==> src/rtl/booth_mult_seq.sv <==
// booth_mult_seq: sequential radix-2 Booth multiplier.
// Operands load in parallel on a valid/ready handshake. Signed or unsigned
// mode is chosen per transaction by in_signed. The product is held while
// out_ready is low.
module booth_mult_seq #(
   parameter int WIDTH = 8,
   // Derived from WIDTH; leave at its default.
   parameter int CNT_W = $clog2(WIDTH + 2)
) (
   input  logic                 clk,
   input  logic                 rst_n,
   input  logic                 in_valid,
   output logic                 in_ready,
   input  logic                 in_signed,
   input  logic [WIDTH-1:0]     in_a,
   input  logic [WIDTH-1:0]     in_b,
   output logic                 out_valid,
   input  logic                 out_ready,
   output logic [2*WIDTH-1:0]   product,
   output logic                 busy
);

   typedef enum logic [1:0] {
      IDLE = 2'd0,
      RUN  = 2'd1,
      DONE = 2'd2
   } state_t;

   state_t state;
   state_t state_nxt;

   // A, Q and M carry one extra bit. An unsigned operand is zero-extended
   // into that bit, so the signed Booth core also handles unsigned inputs.
   logic [WIDTH:0]   a_reg;
   logic [WIDTH:0]   q_reg;
   logic [WIDTH:0]   m_reg;
   logic             q_1;
   logic [CNT_W-1:0] cnt;

   logic             sxa;
   logic             sxb;
   logic             accept;
   logic             last_iter;
   logic [WIDTH:0]   sum;
   logic [WIDTH:0]   a_sh;
   logic [WIDTH:0]   q_sh;

   assign sxa       = in_signed & in_a[WIDTH-1];
   assign sxb       = in_signed & in_b[WIDTH-1];
   assign accept    = in_valid && (state == IDLE);
   assign last_iter = (cnt == CNT_W'(1));

   // Booth add/subtract selected by {Q[0], q_1}, followed by an
   // arithmetic right shift of {A, Q, q_1}.
   always_comb begin
      sum = a_reg;
      unique case ({q_reg[0], q_1})
         2'b01:   sum = a_reg + m_reg;
         2'b10:   sum = a_reg - m_reg;
         default: sum = a_reg;
      endcase
      a_sh = {sum[WIDTH], sum[WIDTH:1]};
      q_sh = {sum[0], q_reg[WIDTH:1]};
   end

   // State register.
   always_ff @(posedge clk or negedge rst_n) begin
      if (!rst_n) begin
         state <= IDLE;
      end else begin
         state <= state_nxt;
      end
   end

   // Next-state logic.
   always_comb begin
      state_nxt = state;
      unique case (state)
         IDLE:    if (in_valid)  state_nxt = RUN;
         RUN:     if (last_iter) state_nxt = DONE;
         DONE:    if (out_ready) state_nxt = IDLE;
         default: state_nxt = IDLE;
      endcase
   end

   // Handshake and status outputs, decoded from the state.
   always_comb begin
      in_ready  = 1'b0;
      out_valid = 1'b0;
      busy      = 1'b0;
      unique case (state)
         IDLE:    in_ready  = 1'b1;
         RUN:     busy      = 1'b1;
         DONE: begin
            out_valid = 1'b1;
            busy      = 1'b1;
         end
         default: in_ready  = 1'b0;
      endcase
   end

   // Datapath: load on accept, iterate in RUN, register product on the last step.
   always_ff @(posedge clk or negedge rst_n) begin
      if (!rst_n) begin
         a_reg   <= '0;
         q_reg   <= '0;
         m_reg   <= '0;
         q_1     <= 1'b0;
         cnt     <= '0;
         product <= '0;
      end else if (accept) begin
         m_reg <= {sxa, in_a};
         q_reg <= {sxb, in_b};
         a_reg <= '0;
         q_1   <= 1'b0;
         cnt   <= CNT_W'(WIDTH + 1);
      end else if (state == RUN) begin
         a_reg <= a_sh;
         q_reg <= q_sh;
         q_1   <= q_reg[0];
         cnt   <= cnt - CNT_W'(1);
         // The low 2*WIDTH bits of the shifted {A, Q} are the product.
         // The two discarded top bits only carry extension.
         if (last_iter) begin
            product <= {a_sh[WIDTH-2:0], q_sh};
         end
      end
   end

endmodule

==> config.mk <==
export PLATFORM = sky130hd
export DESIGN_NAME = booth_mult_seq
export DESIGN_NICKNAME = d
export VERILOG_FILES = /design/src/rtl/booth_mult_seq.sv
export SDC_FILE = /design/constraint.sdc
export NUM_CORES = 1
export LEC_CHECK = 0
export ABC_AREA = 1
export BUFFER_PORTS_ARGS = -buffer_cell sky130_fd_sc_hd__buf_2
export CAP_MARGIN = 40
export CORE_ASPECT_RATIO = 1.1
export CORE_MARGIN = 1.5
export CORE_UTILIZATION = 35
export CTS_CLUSTER_SIZE = 16
export DETAILED_ROUTE_END_ITERATION = 7
export GPL_ROUTABILITY_DRIVEN = 0
export GPL_TIMING_DRIVEN = 0
export MAX_ROUTING_LAYER = met4
export PLACE_DENSITY = 0.49
export SLEW_MARGIN = 20
export SYNTH_ARGS = -nofsm -noshare
export SYNTH_HDL_FRONTEND = slang
export SYNTH_SLANG_ARGS = --single-unit
==> constraint.sdc <==
create_clock -name clk -period 6.2 [get_ports clk]
set_input_delay 0.62 -clock clk [delete_from_list [all_inputs] [get_ports clk]]
set_output_delay 0.62 -clock clk [all_outputs]
set_load 0.02 [all_outputs]
==> flow_metrics.tcl, run 1 <==
set metrics [dict create \
    drive_above_1_share 0.238 \
    h-tree-depth 2 \
    grt_pass1_wl_um 10600 \
    p_sw_frac 0.494 \
    grt_setup_unrepaired "no" \
    r2r_start "m_reg[0]" \
    wl_per_cell_um 12.6 \
    clkPwrFrac 0.095 \
    initial_core_util 0.365 \
    fin_nets 428 \
    areaGrowthSynthToFinish_pct 14.7 \
    yosys_warnings 0 \
    peakVddDrop_v 0.000200 \
    antenna_found_initial 0 \
    final_cells 499 \
    cp.arrival_ns 2.55 \
    grt_start_max_net_pins 50 \
    switchingPower_uw 1040 \
    syn_nets 382 \
    cts_resized 0 \
    largest_register_ffs 16 \
    maxSlewHeadroom 0.572 \
    period_share 0.378 \
    status "finished clean" \
    tightest_slew_ns 0.642 \
    worst_path_dominant_cell_family "adder cells" \
    cts_hold_buf 0 \
    drt-pass1-iter-count 4 \
    tritoncts "done" \
    yosysSeqAreaShare 0.423 \
    drt_drc_violations_left 0 \
    postLayoutSetupSlackWorst_ns 3.86 \
    ys_ff_latch 49 \
    ff2ff_path_depth 15 \
    grt_usage 0.157 \
    fin_crit_ns 2.34 \
    cp-start-kind "register" \
    insertion_delay_ns 0.31 \
    drt_iter0_markers 61 \
    path_class "register to register" \
    utilization 0.418 \
    rr_endpoint "product[15]" \
    cts_buffer_depth 2 \
    syn_inst 344 \
    comb_power_share 0.647 \
    die_x_um 89.8 \
    dpl.cell_count 491 \
    hold_path.class "primary input to async pin" \
    use_met2 0.273 \
    cp_slowest_stage_delay_ns 0.40 \
    clock_skew_ns 0.0111 \
    cts_setup_buffers 0 \
    ant_nets 0 \
    drv_cap 0 \
    cts_sinks 49 \
    grt-busiest-layer "met2" \
    fillers 862 \
    grt_pass1_vias 2253 \
    dp_hpwl_um 4730 \
    cp_cell_sequence "inv_1 > ha_1 > nand2_2 > nor2_2 > a21oi_1 > xor2_1 > inv_1 > ha_1 > a21o_1 > a21oi_1 > nand2_1 > nand2_1 > nand3_1 > nand3_1 > nand2_1" \
    port_buffers 39 \
    overflow 0 \
    crit_top_cell "nand2_1" \
    vias 2279 \
    intPower_uw 1060 \
    rows 34 \
    place_ws_ns 3.85 \
    diodes 0 \
    avgSynthCellArea_um2 8.43 \
    setup_tns_ns 0 \
    slew_viol_final 0 \
    worst_path_max_delay_cell "dfrtp_1" \
    ff2ff_setup_slack_ns 3.86 \
    finalWirelength_um 6300 \
    hold_viol 0 \
    worstPathMaxFanout 5 \
    setup_viol 0 \
    cts-root-buf "clkbuf_8" \
    seqPwrFrac 0.257 \
    p_leak_uw 0.00176 \
    use_met1 0.186 \
    fp.dieArea_um2 8840 \
    io_pins 40 \
    core_region_area_um2 7960 \
    power.density_nw_per_um2 631 \
    path_buf_inv 2 \
    cp.required_ns 6.41 \
    die_h_um 98.5 \
    synth_cell_types 36 \
    fmax_mhz 427 \
    met3_usage 0.0270 \
    cts.clk_slew.worst_paths_ns 0.10 \
    post_drt_via_cell_ratio 4.57 \
    crit_path_end_kind "register" \
    cts_made_buffers 5 \
    synth_area_um2 2900 \
]
==> logic make-up after synthesis <==
family / share of synthesized area
AND/OR/NAND/NOR: 0.241
AO/OA/AOI/OAI: 0.140
XOR/XNOR: 0.0211
flip-flops: 0.423
buffers and inverters: 0.0992
adder cells (fa/ha/maj): 0.0759
==> power groups by stage <==
| stage | clock (µW) | combinational, µW | sequential, µW |
|---|---|---|---|
| finish | 200 | 1360 | 541 |
| global route | 219 | 1560 | 557 |
| CTS | 208 | 1380 | 542 |
| detailed placement | 0 | 1380 | 548 |
| global placement | 0 | 1360 | 548 |
| floorplan | 0 | 1030 | 585 |
==> through the flow <==
step / total power (µW) / hold WS (ns) / area (µm²)
2_1_floorplan: 1610 / 0.324 / 2900
3_3_place_gp: 1910 / 0.462 / 3230
3_5_place_dp: 1930 / 0.460 / 3230
4_1_cts: 2130 / 0.355 / 3330
5_1_grt: 2330 / 0.377 / 3330
6_report: 2100 / 0.326 / 3330
==> cell type report <==
type                       instances  area [µm²]  share of cell area
clock buffer                       5        68.8              0.0207
tap                              108         135              0.0406
clock inverter                     3        25.0             0.00752
buffer                             8        78.8              0.0237
timing repair buffer              39         198              0.0594
inverter                          53         209              0.0628
multi-input combinational        234        1390               0.417
sequential                        49        1230               0.369
==> synthesized netlist by cell type <==
master,count,area (µm²)
inv_6,1,8.76
nor2_8,2,40.0
o221ai_2,5,75.1
a21o_1,1,7.51
inv_1,43,161
buf_12,1,20.0
buf_2,2,10.0
nor2_1,11,41.3
o21ai_2,6,52.6
a31oi_1,1,6.26
o21ai_0,15,75.1
a21oi_1,8,40.0
buf_6,3,33.8
xor2_1,6,52.6
inv_2,7,26.3
o21ai_1,15,75.1
o221ai_1,1,8.76
nand2_2,3,18.8
buf_4,2,15.0
dfrtp_1,49,1230
nor2_2,2,12.5
nand2_1,110,413
or2_1,3,18.8
nand3_2,1,10.0
o22ai_2,2,25.0
nand4_4,1,21.3
nand2_4,2,22.5
a31oi_2,2,25.0
fa_1,1,20.0
or2_4,1,8.76
nand3_1,14,70.1
xnor2_1,1,8.76
ha_1,16,200
inv_4,2,12.5
nand3b_1,3,22.5
a2bb2oi_2,1,15.0
==> cells in the final DEF (no fill, tap or decap), types with 2 or more instances in the layout <==
cell	n
nor2_1	11
nand2_4	2
a31oi_2	2
o22ai_2	2
nand2_1	110
nand2_2	3
buf_6	3
nor2_2	2
inv_1	43
inv_2	7
o21ai_1	15
nor2_8	2
o221ai_2	5
buf_4	3
o21ai_2	6
nand3b_1	3
a21oi_1	8
inv_6	2
inv_4	2
dfrtp_1	49
clkbuf_8	5
xor2_1	6
buf_2	40
o21ai_0	15
or2_1	3
ha_1	16
nand3_1	14
==> how the worst max path moves through the flow <==
stage / slack (ns) / end / depth (start not counted) / startpoint
floorplan: 4.14 / product[15] / 15 / m_reg[0]
global placement: 3.86 / product[15] / 15 / m_reg[0]
detailed placement: 3.85 / product[15] / 14 / q_reg[0]
CTS: 3.83 / product[15] / 14 / q_reg[0]
global route: 3.62 / a_reg[7] / 15 / m_reg[0]
finish: 3.86 / product[15] / 15 / m_reg[0]
==> per-layer routing <==
metal | up-vias | wire length (µm)
met3 | 10 | 193
met4 | 0 | 97
met1 | 1050 | 2920
met2 | 34 | 3090
met5 | - | 0
li1 | 1185 | -
Power figures use the tool's default switching activity.
==> run 2: changes to the inputs <==
- clock period: 6.2 -> 2.3 ns (I/O delays scaled with it)
==> run 2 against run 1 <==
  * Routed wire length grew 2.0%
  * Final cell count increased by 0.60%
  * Design area grew 3.9%
  * Critical path type unchanged
  * Setup slack worse by 3.7 ns
  * Critical path depth is 1 lower
==> flow_metrics.tcl, run 2 (same netlist as run 1, synthesis figures left out) <==
set metrics [dict create \
    drt_drc_violations_left 0 \
    setup_viol 0 \
    tritoncts "done" \
    p_leak_uw 0.00178 \
    comb_power_share 0.668 \
    fp.dieArea_um2 8840 \
    layout_common_cells "108 x nand2_1, 49 x dfrtp_1, 40 x inv_1, 40 x buf_2, 17 x o21ai_1" \
    clkPwrFrac 0.089 \
    switchingPower_uw 2960 \
    status "finished clean" \
    clock_skew_ns 0.0114 \
    wl_per_cell_um 12.8 \
    post_drt_via_cell_ratio 4.61 \
    ant_nets 0 \
    seqPwrFrac 0.243 \
    intPower_uw 3110 \
    cp_cell_sequence "inv_2 > ha_4 > nand2_2 > o21ai_1 > xor2_1 > inv_1 > ha_4 > nand2_1 > nor2_1 > nand3_1 > nand3_1 > nand3_2 > nand3_1 > nand2_1" \
    cts_buffer_depth 2 \
    crit_path_end_kind "register" \
    p_sw_frac 0.488 \
    period_share 0.924 \
    top_layer "met4" \
    overflow 0 \
    peakVddDrop_v 0.000540 \
    drv_cap 0 \
    fin_crit_ns 2.13 \
    dp_hpwl_um 4730 \
    routed-wl-met2_um 3110 \
    fmax_mhz 471 \
    grt_start_max_net_pins 50 \
    tightest_slew_ns 0.642 \
    fin_nets 431 \
    diodes 0 \
    layout_commonest_cell "nand2_1" \
    drt-pass1-iter-count 5 \
    cts_sinks 49 \
    vias 2314 \
    h-tree-depth 2 \
    areaGrowthSynthToFinish_pct 19.2 \
    grt_setup_unrepaired "yes" \
    port_buffers 39 \
    cts.clk_slew.worst_paths_ns 0.10 \
    ff2ff_setup_slack_ns 0.17 \
    die_h_um 98.5 \
    hold_path.class "primary input to register" \
    io_pins 40 \
    core_region_area_um2 7960 \
    total_power_uw 6070 \
    placed_area_um2 3230 \
    hold_viol 0 \
    worst_path_max_delay_cell "dfrtp_1" \
    fillers 852 \
    cp.arrival_ns 2.33 \
    wl_met1_um 2970 \
    power.density_nw_per_um2 1760 \
    dr_wl_met3_um 210 \
    crit_top_cell "nand3_1" \
    initial_core_util 0.365 \
    grt_usage 0.157 \
    antenna_found_initial 0 \
    drive_above_1_share 0.284 \
    worstPathMaxFanout 5 \
    finalWirelength_um 6430 \
    path_class "register to register" \
    grt_pass1_wl_um 10600 \
    cp.required_ns 2.51 \
    final_area_um2 3460 \
    rows 34 \
    die_x_um 89.8 \
    cp_slowest_stage_delay_ns 0.41 \
    cts_made_buffers 5 \
    largest_register_ffs 16 \
    insertion_delay_ns 0.31 \
    cts-root-buf "clkbuf_8" \
    maxSlewHeadroom 0.572 \
    cp-start-kind "register" \
    drt_iter0_markers 66 \
    slew_viol_final 0 \
    grt_pass1_vias 2257 \
]
[run 2: timing repair]
item,CTS,global route
setup buffers,1,1
gates resized for setup,1,21
hold buffers,1,0
endpoints found under the setup margin,8,11
endpoints found under the hold margin,49,0
pin swaps,0,8
[run 2: layer usage]
metal	vias to the layer above	GRT usage
li1	1192	-
met1	1070	0.187
met2	38	0.274
met3	14	0.0262
met4	0	0.0464
met5	-	-
[run 2: worst max-delay path, delay by kind of cell (launching register included)]
| family | cells | cell delay [ns] |
|---|---|---|
| compound gates | 1 | 0.15 |
| xor+xnor | 1 | 0.15 |
| fa+ha+maj | 2 | 0.44 |
| buf+inv | 2 | 0.19 |
| flops | 1 | 0.41 |
| simple gates | 8 | 0.67 |
[run 2: worst paths after layout]
path                             from  depth (start not counted)          end
hold / removal                in_b[3]                          3     q_reg[3]
hold reg to reg            product[4]                          2   product[4]
setup reg to reg             m_reg[0]                         14  product[15]
setup / recovery             m_reg[0]                         14  product[15]
min in group asynchronous       rst_n                          2     m_reg[5]
max in group asynchronous       rst_n                          2  product[10]
[run 2: through the flow]
step	std cells	setup TNS (ns)	utilization	setup slack [ns]	hold slack [ns]
floorplan	344	0	-	0.235	-0.0656
global placement	491	-0.151	0.406	-0.0385	0.439
detailed placement	491	-0.172	0.406	-0.0508	0.309
CTS	501	0	0.420	0.00546	0.116
global route	502	-0.0912	0.435	-0.0281	0.124
finish	502	0	0.435	0.175	0.120
[run 2: power by group through the flow]
stage                     clock, µW  combinational [µW]  sequential [µW]
final                           540                4060             1470
after global routing            591                4600             1520
after CTS                       560                3750             1460
after detailed placement          0                3720             1480
after global placement            0                3660             1480
after floorplan                   0                2780             1580
[run 2: area by class of cell]
cell class	count	area, µm²	share of cell area
Tap cell	108	135	0.0391
Buffer	8	78.8	0.0228
Clock inverter	3	25.0	0.00724
Inverter	53	209	0.0604
Sequential cell	49	1230	0.355
Clock buffer	5	68.8	0.0199
Multi-Input combinational cell	234	1490	0.432
Timing Repair Buffer	42	223	0.0644
==> run 3: changes to the inputs <==
- CELL_PAD_IN_SITES_DETAIL_PLACEMENT: default -> 0
- CELL_PAD_IN_SITES_GLOBAL_PLACEMENT: default -> 2
- CORE_UTILIZATION: 35 -> 34
- CTS_CLUSTER_DIAMETER: default -> 80
- HOLD_SLACK_MARGIN: default -> 0.05
- PLACE_DENSITY: 0.49 -> 0.75
==> run 3 against run 2 <==
  * Via count decreased by 0.17%
  * Die area rose by 2.8%
  * Non-clock buffer count is 3 higher
  * Sequential power is essentially flat
  * Clock power shrank 2%
  * Maximum frequency is essentially flat
  * Critical endpoint is now a_reg[6]
  * Sequential share of layout area down 0.40 points
  * Combinational power increased by 2%
  * Highest routed layer unchanged
  * Hold slack improved by 0.0014 ns
  * Setup slack improved by 0.0020 ns
==> flow_metrics.tcl, run 3 (same netlist as run 1, synthesis figures left out) <==
set metrics [dict create \
    port_buffers 39 \
    insertion_delay_ns 0.31 \
    grt_pass1_wl_um 11600 \
    core_region_area_um2 8320 \
    layout_common_cells "107 x nand2_1, 48 x dfrtp_1, 40 x inv_1, 40 x buf_2, 16 x o21ai_1" \
    crit_path_end_kind "register" \
    p_leak_uw 0.00180 \
    die_x_um 91.1 \
    grt_pass1_vias 2449 \
    drt-pass1-iter-count 4 \
    timing.hold.ws_ns 0.121 \
    grt-busiest-layer "met2" \
    cp-start-kind "register" \
    fmax_mhz 471 \
    fp.dieArea_um2 9090 \
    fin_nets 434 \
    wl_per_cell_um 13.0 \
    rows 35 \
    cp.required_ns 2.51 \
    place_ws_ns -0.138 \
    areaGrowthSynthToFinish_pct 20.7 \
    worstPathMaxFanout 5 \
    path_class "register to register" \
    use_met1 0.195 \
    peakVddDrop_v 0.000605 \
    largest_register_ffs 16 \
    fillers 905 \
    ant_nets 0 \
    maxSlewHeadroom 0.558 \
    overflow 0 \
    cts-root-buf "clkbuf_8" \
    fin_crit_ns 2.12 \
    diodes 0 \
    hold_path.class "primary input to register" \
    ff2ff_setup_slack_ns 0.18 \
    cts.clk_slew.worst_paths_ns 0.10 \
    power.density_nw_per_um2 1760 \
    grt_start_max_net_pins 50 \
    status "finished clean" \
    setup_viol 0 \
    tightest_slew_ns 0.663 \
    drive_above_1_share 0.300 \
    tritoncts "done" \
    dp_hpwl_um 4910 \
    clock_skew_ns 0.00832 \
    finalWirelength_um 6590 \
    crit_path_start "m_reg[0]" \
    initial_core_util 0.349 \
    period_share 0.923 \
    grt_setup_unrepaired "yes" \
    hold_viol 0 \
    drv_cap 0 \
    postLayoutSetupSlackWorst_ns 0.177 \
    drt_iter0_markers 77 \
    cts_made_buffers 5 \
    grt_usage 0.166 \
    cp.arrival_ns 2.33 \
    hp-start "in_b[6]" \
    post_drt_via_cell_ratio 4.55 \
    cts_buffer_depth 2 \
    die_h_um 99.9 \
    cts_sinks 49 \
    r2r_start "m_reg[0]" \
    slew_viol_final 0 \
    drt_drc_violations_left 0 \
    layout_commonest_cell "nand2_1" \
    vias 2310 \
    h-tree-depth 2 \
    met3_usage 0.0227 \
    io_pins 40 \
    use_met2 0.296 \
    antenna_found_initial 0 \
]
run 3: cell types whose count changed in the layout (fill, tap and decap cells not counted), sizes merged:
cell | previous run | this run
buf | 49 | 52
clkbuf | 5 | 6
clkinvlp | 1 | 0
run 3: through the flow:
step / cells / utilization / power [µW] / instance area, µm² / setup TNS [ns]
after floorplan: 344 / - / 4350 / 2900 / 0
final: 508 / 0.421 / 6150 / 3500 / 0
after detailed placement: 494 / 0.389 / 5240 / 3240 / -0.751
after global routing: 508 / 0.421 / 6860 / 3500 / -0.0873
after CTS: 504 / 0.405 / 5900 / 3370 / 0
after global placement: 494 / 0.389 / 5200 / 3230 / -0.667
run 3: final timing paths:
path	endpoint	depth (start not counted)
min	q_reg[6]	3
min in group asynchronous	state[1]	2
max	a_reg[6]	15
min reg2reg	cnt[3]	1
max in group asynchronous	q_reg[0]	2
max reg2reg	a_reg[6]	15
run 3: repair_timing:
action / CTS / global route
setup buffers: 1 / 4
endpoints found under the setup margin: 9 / 11
hold buffers: 1 / 0
hold endpoints to repair: 49 / 0
resized for setup: 5 / 24
pin swaps: 0 / 8
run 3: worst max-delay path, cell delays in order, from the launching register on:
cell and delay, ns:
dfrtp_1 0.40, inv_2 0.09, ha_4 0.16, nand2_4 0.07
nor2_4 0.09, a21oi_2 0.06, xor2_1 0.15, inv_1 0.09
ha_4 0.26, a21o_1 0.17, a21oi_2 0.13, nand2_1 0.09
nand2_2 0.06, nand3_2 0.07, nand3_1 0.07, nand2_1 0.05
run 3: routing by layer:
| layer | routed length (µm) | vias up |
|---|---|---|
| met4 | 79 | 0 |
| met5 | 0 | - |
| met3 | 158 | 6 |
| met1 | 3040 | 1079 |
| met2 | 3310 | 28 |
| li1 | - | 1197 |
run 3: cell type report:
cell class                      instances  area [µm²]  area share
Inverter                               53         211      0.0604
Buffer                                  8        78.8      0.0225
Clock inverter                          2        13.8     0.00393
Multi-Input combinational cell        234        1510       0.432
Timing Repair Buffer                   45         245      0.0700
Clock buffer                            6        72.6      0.0207
Tap cell                              111         139      0.0397
Sequential cell                        49        1230       0.351
run 3: power by group:
part	internal, µW	switching, µW
clock	218	313
sequential	1240	239
combinational	1690	2440
total	3150	3000
